File: src/rtl/instr_encoder.sv
`default_nettype none
// ============================================================================
//  Module      : instr_encoder
//  Description : Packs MIPS instruction fields into 32-bit words and writes
//                them sequentially into instruction memory. One accept per
//                handshake, one imem write the following cycle. BEQ and J
//                targets are absolute byte addresses and are range-checked.
//  Revision    : 1.0 - initial release
// ============================================================================
module instr_encoder #(
   parameter int          ADDR_W  = 8,
   parameter logic [31:0] BASE_PC = 32'h0
) (
   input  logic              clk,
   input  logic              rst,
   input  logic              flush,
   input  logic              in_valid,
   output logic              in_ready,
   input  logic [3:0]        in_kind,
   input  logic [4:0]        in_rs,
   input  logic [4:0]        in_rt,
   input  logic [4:0]        in_rd,
   input  logic [4:0]        in_shamt,
   input  logic [5:0]        in_funct,
   input  logic [15:0]       in_imm,
   input  logic [31:0]       in_target,
   output logic              im_we,
   output logic [ADDR_W-1:0] im_addr,
   output logic [31:0]       im_wdata,
   output logic [ADDR_W:0]   count,
   output logic              full,
   output logic              err,
   output logic [1:0]        err_code
);

   // FSM state encoding
   localparam logic [1:0] S_IDLE = 2'd0;
   localparam logic [1:0] S_EMIT = 2'd1;
   localparam logic [1:0] S_FULL = 2'd2;

   // Instruction kinds
   localparam logic [3:0] K_R     = 4'd0;
   localparam logic [3:0] K_ADDI  = 4'd1;
   localparam logic [3:0] K_ADDIU = 4'd2;
   localparam logic [3:0] K_ORI   = 4'd3;
   localparam logic [3:0] K_LUI   = 4'd4;
   localparam logic [3:0] K_LW    = 4'd5;
   localparam logic [3:0] K_SW    = 4'd6;
   localparam logic [3:0] K_BEQ   = 4'd7;
   localparam logic [3:0] K_J     = 4'd8;

   // Opcodes
   localparam logic [5:0] c_OP_R     = 6'b000000;
   localparam logic [5:0] c_OP_ADDI  = 6'b001000;
   localparam logic [5:0] c_OP_ADDIU = 6'b001001;
   localparam logic [5:0] c_OP_ORI   = 6'b001101;
   localparam logic [5:0] c_OP_LUI   = 6'b001111;
   localparam logic [5:0] c_OP_LW    = 6'b100011;
   localparam logic [5:0] c_OP_SW    = 6'b101011;
   localparam logic [5:0] c_OP_BEQ   = 6'b000100;
   localparam logic [5:0] c_OP_J     = 6'b000010;

   // Error codes
   localparam logic [1:0] c_ERR_NONE = 2'b00;
   localparam logic [1:0] c_ERR_KIND = 2'b01;
   localparam logic [1:0] c_ERR_BEQ  = 2'b10;
   localparam logic [1:0] c_ERR_J    = 2'b11;

   // Capacity of imem in words
   localparam logic [ADDR_W:0] c_CAP = {1'b1, {ADDR_W{1'b0}}};

   logic [1:0]        r_state;
   logic [1:0]        w_next_state;
   logic [ADDR_W:0]   r_count;
   logic [ADDR_W:0]   w_count_inc;
   logic [31:0]       r_word;
   logic              r_err;
   logic [1:0]        r_err_code;

   logic              w_accept;
   logic [31:0]       w_pc;
   logic [31:0]       w_pc4;
   logic [32:0]       w_diff;
   logic [30:0]       w_off;
   logic              w_off_ok;
   logic [31:0]       w_word;
   logic [1:0]        w_code;

   assign w_count_inc = r_count + (ADDR_W+1)'(1);
   assign w_accept    = in_valid & in_ready;

   // The branch is encoded relative to the address of the word being written
   assign w_pc   = BASE_PC + (32'(r_count) << 2);
   assign w_pc4  = w_pc + 32'd4;
   // 33-bit signed difference; pc4 is word aligned, so the low two bits of
   // the difference equal the target's low two bits (misalignment check)
   assign w_diff = {1'b0, in_target} - {1'b0, w_pc4};
   assign w_off  = w_diff[32:2];
   // Offset fits in 16 signed bits when bits [30:15] are all identical
   assign w_off_ok = (&w_off[30:15]) | ~(|w_off[30:15]);

   // Encode the presented fields and classify any error
   always_comb begin
      w_word = 32'h0;
      w_code = c_ERR_NONE;
      case (in_kind)
         K_R:     w_word = {c_OP_R, in_rs, in_rt, in_rd, in_shamt, in_funct};
         K_ADDI:  w_word = {c_OP_ADDI, in_rs, in_rt, in_imm};
         K_ADDIU: w_word = {c_OP_ADDIU, in_rs, in_rt, in_imm};
         K_ORI:   w_word = {c_OP_ORI, in_rs, in_rt, in_imm};
         K_LUI:   w_word = {c_OP_LUI, 5'd0, in_rt, in_imm};
         K_LW:    w_word = {c_OP_LW, in_rs, in_rt, in_imm};
         K_SW:    w_word = {c_OP_SW, in_rs, in_rt, in_imm};
         K_BEQ: begin
            w_word = {c_OP_BEQ, in_rs, in_rt, w_off[15:0]};
            if ((w_diff[1:0] != 2'b00) || !w_off_ok) begin
               w_code = c_ERR_BEQ;
            end
         end
         K_J: begin
            w_word = {c_OP_J, in_target[27:2]};
            if ((in_target[1:0] != 2'b00) || (in_target[31:28] != w_pc4[31:28])) begin
               w_code = c_ERR_J;
            end
         end
         default: w_code = c_ERR_KIND;
      endcase
   end

   // State register
   always_ff @(posedge clk or posedge rst) begin
      if (rst) begin
         r_state <= S_IDLE;
      end else begin
         r_state <= w_next_state;
      end
   end

   // Next-state logic; flush overrides every state
   always_comb begin
      w_next_state = r_state;
      if (flush) begin
         w_next_state = S_IDLE;
      end else begin
         case (r_state)
            S_IDLE: if (w_accept && (w_code == c_ERR_NONE)) w_next_state = S_EMIT;
            S_EMIT: w_next_state = (w_count_inc == c_CAP) ? S_FULL : S_IDLE;
            S_FULL: w_next_state = S_FULL;
            default: w_next_state = S_IDLE;
         endcase
      end
   end

   // State-decoded outputs
   always_comb begin
      in_ready = 1'b0;
      im_we    = 1'b0;
      full     = 1'b0;
      case (r_state)
         S_IDLE: in_ready = ~flush;
         S_EMIT: im_we    = 1'b1;
         S_FULL: full     = 1'b1;
         default: in_ready = 1'b0;
      endcase
   end

   // Datapath: encoded word, write pointer and sticky error
   always_ff @(posedge clk or posedge rst) begin
      if (rst) begin
         r_word     <= 32'h0;
         r_count    <= '0;
         r_err      <= 1'b0;
         r_err_code <= c_ERR_NONE;
      end else if (flush) begin
         r_count    <= '0;
         r_err      <= 1'b0;
         r_err_code <= c_ERR_NONE;
      end else begin
         if (w_accept) begin
            if (w_code == c_ERR_NONE) begin
               r_word <= w_word;
            end else begin
               r_err      <= 1'b1;
               r_err_code <= w_code;
            end
         end
         if (r_state == S_EMIT) begin
            r_count <= w_count_inc;
         end
      end
   end

   assign im_addr  = r_count[ADDR_W-1:0];
   assign im_wdata = r_word;
   assign count    = r_count;
   assign err      = r_err;
   assign err_code = r_err_code;

endmodule
`default_nettype wire

File: config.mk
export PLATFORM = sky130hd
export DESIGN_NAME = instr_encoder
export DESIGN_NICKNAME = d
export VERILOG_FILES = /design/src/rtl/instr_encoder.sv
export SDC_FILE = /design/constraint.sdc
export NUM_CORES = 1
export LEC_CHECK = 0
export BUFFER_PORTS_ARGS = -buffer_cell sky130_fd_sc_hd__buf_2
export CORE_UTILIZATION = 25
export DETAILED_ROUTE_END_ITERATION = 16
export PLACE_DENSITY = 0.49
export SYNTH_ARGS = -nofsm -noshare
export SYNTH_HDL_FRONTEND = slang
export SYNTH_SLANG_ARGS = --single-unit
File: constraint.sdc
create_clock -name clk -period 8.1 [get_ports clk]
set_clock_uncertainty 0.05 [all_clocks]
set_input_delay 0.405 -clock clk [delete_from_list [all_inputs] [get_ports clk]]
set_output_delay 0.405 -clock clk [all_outputs]
set_load 0.02 [all_outputs]
==> impl_metrics.tcl, run 1 <==
set metrics [dict create \
    outcome "finished clean" \
    fin_crit_ps 4287 \
    cp_max_fo 32 \
    ys.flop_type "dfrtp_1" \
    synth_async_sr_flop_share 1.000 \
    cp.arrival_ps 4410 \
    cts_tree "yes" \
    io_buffer_count 135 \
    grt-ovfl-total 0 \
    start_util 0.2574 \
    synth_cell_types 57 \
    maxCapViolCount 0 \
    cts_root_buf "clkbuf_16" \
    max_stage_delay_ps 550 \
    insertion_delay_ps 280 \
    fp.coreArea_sq_mm 0.01459 \
    grt_pass1_wl_um 18930 \
    hold_viol 0 \
    grt_antenna_before_repair 1 \
    area_growth_pct 24.53 \
    postCtsSetupBuffers 0 \
    netlist_area_sq_mm 0.003755 \
    clock-sinks 45 \
    cts_made_buffers 5 \
    grt_use_total 0.1495 \
    seq_area_frac_synth 0.2999 \
    synthesis.nets 551 \
    wire_per_inst_um 15.99 \
    die_height_um 124.6 \
    clockBufferDepth 2 \
    fin_util 0.3205 \
    critPathRequiredTime_ps 8220 \
    rsz0062_at_grt "false" \
    drt-total-wl_um 11930 \
    setup-tns-final_ps 0 \
    die-width_um 124.6 \
    cpMostUsedCell "ha_1" \
    finalCritPeriodShare 0.5292 \
    synth-seq-cells 45 \
    hp-class "input port to asynchronous set/reset pin" \
    diodes 0 \
    place_inst 738 \
    ios 137 \
    hpwl_um 9176 \
    slowest_stage "and2_4" \
    ant_nets 0 \
    critical_path_class "flop to flop" \
    grt_pass1_vias 3586 \
    final_layout_size_suffix_gt1_frac 0.3114 \
    synth_edf_count 0 \
    vias_per_cell 5.032 \
    drt_iter0_markers 210 \
    max_freq_ghz 0.2333 \
    yosys_warnings 0 \
    slew_headroom 0.3282 \
    path_buf_inv 1 \
    drc_errors 0 \
    layout.cells.non_filler 746 \
    dr_total_vias 3754 \
    setup_viol 0 \
    cts_resized 0 \
    die-area_sq_mm 0.01551 \
    crit_chain "ha_1 > inv_1 > ha_1 > or4b_1 > o32ai_1 > o21ai_0 > and3_1 > xor2_1 > and4bb_1 > a31o_2 > and2_4 > mux2_2" \
    finish.net_count 665 \
    ctsHoldBuffers 0 \
    cts_htree_levels 2 \
    syn_inst 447 \
    p_per_area_mw_per_mm2 158.9 \
    first_pass_iters 7 \
    gp_congestion 0.8088 \
    peakVddDrop_mv 0.08487 \
    clk_pin_slew_ps 70 \
    rows 44 \
    drv_slew 0 \
    leakage_nw 2.204 \
    grt_max_degree 46 \
    worst_slew_pin_slew_ps 1006 \
    critical_path.top_delay_family "simple AND/OR/NAND/NOR gates" \
    start_kind "flop" \
    cp-end-kind "flop" \
    syn_avg_cell_area_sq_um 8.400 \
]
report_power, final:
part	switching (mW)	internal, mW
Combinational	0.140	0.0995
Clock	0.0910	0.131
Sequential	0.0216	0.260
worst paths after layout:
check,slack (ps),to,depth (start not counted),startpoint
worst max register to register,3810,im_wdata[15],12,count[5]
worst min-delay path,310,im_wdata[28],2,rst
worst min register to register,460,im_wdata[6],1,im_wdata[6]
worst max-delay path,3810,im_wdata[15],12,count[5]
max in group asynchronous,7070,count[6],2,rst
min in group clk,390,im_wdata[23],3,in_rs[2]
through the flow:
step                setup WS (ps)  hold slack [ps]  power [mW]  area (sq um)
global route                 3522            391.9      0.7864          4676
CTS                          3819            344.7      0.7538          4676
detailed placement           3820            441.0      0.5265          4518
global placement             3889            449.6      0.5252          4518
finish                       3813            311.5      0.7432          4676
floorplan                    4422            451.4      0.4361          3755
cells by family after synthesis:
| kind of cell | share of synthesized area |
|---|---|
| simple gates | 0.1956 |
| compound gates | 0.2176 |
| buf+inv | 0.08497 |
| flops | 0.2999 |
| xor+xnor | 0.05831 |
| fa+ha+maj | 0.07331 |
| mux | 0.06931 |
| other cells | 0.0009987 |
final cells by class:
type	instances	area (sq um)
Clock buffer	7	152.6
Clock inverter	1	5.005
Fill cell	1563	9913
Inverter	36	135.1
Multi-Input combinational cell	334	2321
Sequential cell	45	1126
Tap cell	184	230.2
Timing Repair Buffer	139	705.7
sequential cells by signal, summed over array words and instances, names as in the netlist:
register  count
r_state       2
err_code      2
count         9
im_wdata     31
err           1
cell usage after synthesis, drive strengths merged, types with 5 or more instances:
cell type  number  share of area
nor2b          13          0.022
buf            15          0.032
nand4           7          0.012
a21oi          54          0.072
xor2           17          0.040
mux2           17          0.064
clkbuf         17          0.017
nor3            7          0.012
a222oi         14          0.037
nand3          12          0.016
nor4            6          0.010
nor2           34          0.034
nand2          23          0.023
dfrtp          45           0.30
o21ai          34          0.045
inv            36          0.036
ha             22          0.073
nand2b          9          0.015
or3             5         0.0083
xnor2           8          0.019
routing by layer:
metal,up-vias,GRT usage,part of all wire
li1,1831,-,-
met1,1775,0.2060,0.47
met2,136,0.2346,0.44
met3,10,0.03651,0.074
met4,2,0.03260,0.012
met5,-,0,0.00092
placed cells by master (no fill, tap or decap), types with 3 or more instances in the layout:
cell | Yosys | layout
nor4_1 | 6 | 5
nand3b_1 | 4 | 4
a31oi_1 | 3 | 3
nor3_1 | 6 | 6
xnor2_1 | 8 | 8
a21oi_1 | 54 | 54
o21ai_0 | 33 | 33
or3_1 | 5 | 5
dfrtp_1 | 45 | 45
nand3_1 | 12 | 12
buf_2 | 0 | 135
clkbuf_16 | 0 | 5
nor2b_1 | 13 | 13
xor2_1 | 17 | 17
nor2_1 | 34 | 34
a222oi_1 | 14 | 14
mux2_4 | 13 | 13
buf_4 | 9 | 4
o211ai_1 | 4 | 4
nand4_1 | 7 | 7
nand2b_1 | 9 | 9
inv_1 | 36 | 35
ha_1 | 22 | 22
nand2_1 | 23 | 23
mux2_2 | 4 | 4
a2bb2oi_1 | 3 | 3
Note: power is estimated with default switching activity, not from simulation.
==> inputs of run 2 (changes only) <==
clock period = 4.25 ns   (was 8.1 ns; I/O delays follow)
==> impl_metrics.tcl, run 2 (synthesized netlist as in run 1, its figures left out) <==
set metrics [dict create \
    die-width_um 124.6 \
    final_cell_mix "buf_2, a21oi_1, dfrtp_1, inv_1, nor2_1" \
    maxCapViolCount 0 \
    grt-ovfl-total 0 \
    dpl-instance-area_sq_mm 0.004548 \
    outcome "finished clean" \
    start_kind "flop" \
    grt_use_total 0.1559 \
    largest_register_ff_count 31 \
    cts_htree_levels 2 \
    ctsHoldBuffers 0 \
    dr_total_vias 3760 \
    cp_max_fo 32 \
    p_per_area_mw_per_mm2 296.7 \
    die-area_sq_mm 0.01551 \
    grt_antenna_before_repair 0 \
    grt.busiest_layer "met2" \
    critical_path.top_delay_family "compound AO/OA/AOI/OAI gates" \
    setup-tns-final_ps 0 \
    path_buf_inv 1 \
    rows 44 \
    drt-total-wl_um 12140 \
    grt_util_met3 0.03909 \
    gp_congestion 0.8679 \
    cts_resized 0 \
    drv_slew 0 \
    cp.arrival_ps 4010 \
    hpwl_um 9356 \
    die_height_um 124.6 \
    power_mw 1.393 \
    finish.net_count 669 \
    place_inst 742 \
    first_pass_iters 5 \
    max_stage_delay_ps 480 \
    diodes 0 \
    ant_nets 0 \
    io_buffer_count 135 \
    clockBufferDepth 2 \
    critical_path_class "flop to flop" \
    drt_iter0_markers 221 \
    cts_made_buffers 5 \
    fp.coreArea_sq_mm 0.01459 \
    peakVddDrop_mv 0.1570 \
    start_util 0.2574 \
    clk_pin_slew_ps 70 \
    drc_errors 0 \
    cts_tree "yes" \
    grt_pass1_vias 3719 \
    final_area_sq_mm 0.004696 \
    crit_chain "ha_1 > inv_1 > ha_1 > a21oi_1 > o21ai_0 > o21ai_0 > nand3b_1 > xor2_1 > and4bb_1 > a31o_2 > and2_4 > mux2_2" \
    insertion_delay_ps 290 \
    hold_viol 0 \
    grt_max_degree 46 \
    worst_slew_pin_slew_ps 997.4 \
    ios 137 \
    vias_per_cell 5.013 \
    leakage_nw 2.206 \
    rrSetupSlack_ps 370 \
    hp-class "input port to asynchronous set/reset pin" \
    met1_usage 0.2067 \
    max_freq_ghz 0.2578 \
    grt_pass1_wl_um 19370 \
    postCtsSetupBuffers 0 \
    wire_per_inst_um 16.19 \
    cp-end-kind "flop" \
    final_layout_size_suffix_gt1_frac 0.3163 \
    rsz0062_at_grt "false" \
    finalCritPeriodShare 0.9128 \
    fin_crit_ps 3879 \
    slew_headroom 0.3341 \
    met2_usage 0.2509 \
    area_growth_pct 25.06 \
    cts_root_buf "clkbuf_16" \
    layout.cells.non_filler 750 \
    slowest_stage "and2_4" \
    critPathRequiredTime_ps 4380 \
    setup_viol 0 \
    mostFrequentLayoutCell "buf_2" \
    clock-sinks 45 \
]
-- run 2: cell types whose count changed in the layout (fill, tap and decap cells not counted) --
cell / previous run / this run
buf_4: 4 / 8
clkinvlp_4: 0 / 3
clkbuf_8: 2 / 0
clkinv_2: 1 / 0
-- run 2: worst register-to-register path, cell delays in order, from the launching register on --
cell,delay [ps]
dfrtp_1,470
ha_1,310
inv_1,40
ha_1,370
a21oi_1,250
o21ai_0,180
o21ai_0,450
nand3b_1,150
xor2_1,230
and4bb_1,220
a31o_2,180
and2_4,480
mux2_2,400
-- run 2: per-layer routing --
metal  vias up  share of wire
li1       1841              -
met1      1759           0.46
met2       145           0.45
met3        15          0.070
met4         0          0.016
met5         -              0
-- run 2: worst paths after layout --
| check | startpoint | to | depth (start not counted) |
|---|---|---|---|
| hold reg to reg | im_wdata[7] | im_wdata[7] | 1 |
| setup reg to reg | count[6] | im_wdata[15] | 12 |
| setup / recovery | count[6] | im_wdata[15] | 12 |
| min in group clk | in_rs[2] | im_wdata[23] | 3 |
| max in group asynchronous | rst | count[6] | 2 |
| hold / removal | rst | im_wdata[27] | 2 |
-- run 2: final cells by class --
| cell class | count | area [sq um] |
|---|---|---|
| sequential | 45 | 1126 |
| timing repair buffer | 143 | 735.7 |
| clock inverter | 3 | 22.52 |
| fill | 1542 | 9893 |
| multi-input combinational | 334 | 2321 |
| clock buffer | 5 | 125.1 |
| tap | 184 | 230.2 |
| inverter | 36 | 135.1 |
-- run 2: power by group --
part           switching [mW]  internal (mW)
Clock                   0.182          0.218
Sequential             0.0381          0.496
Combinational           0.269          0.191
Total                   0.489          0.904
-- run 2: through the flow --
step	hold slack, ps	worst slack (ps)	utilization
after detailed placement	443.8	388.1	0.3118
final	100.9	370.5	0.3219
after global routing	183.9	104.2	0.3219
after CTS	152.7	382.4	0.3219
after floorplan	258.9	571.7	-
after global placement	447.1	503.0	0.3118
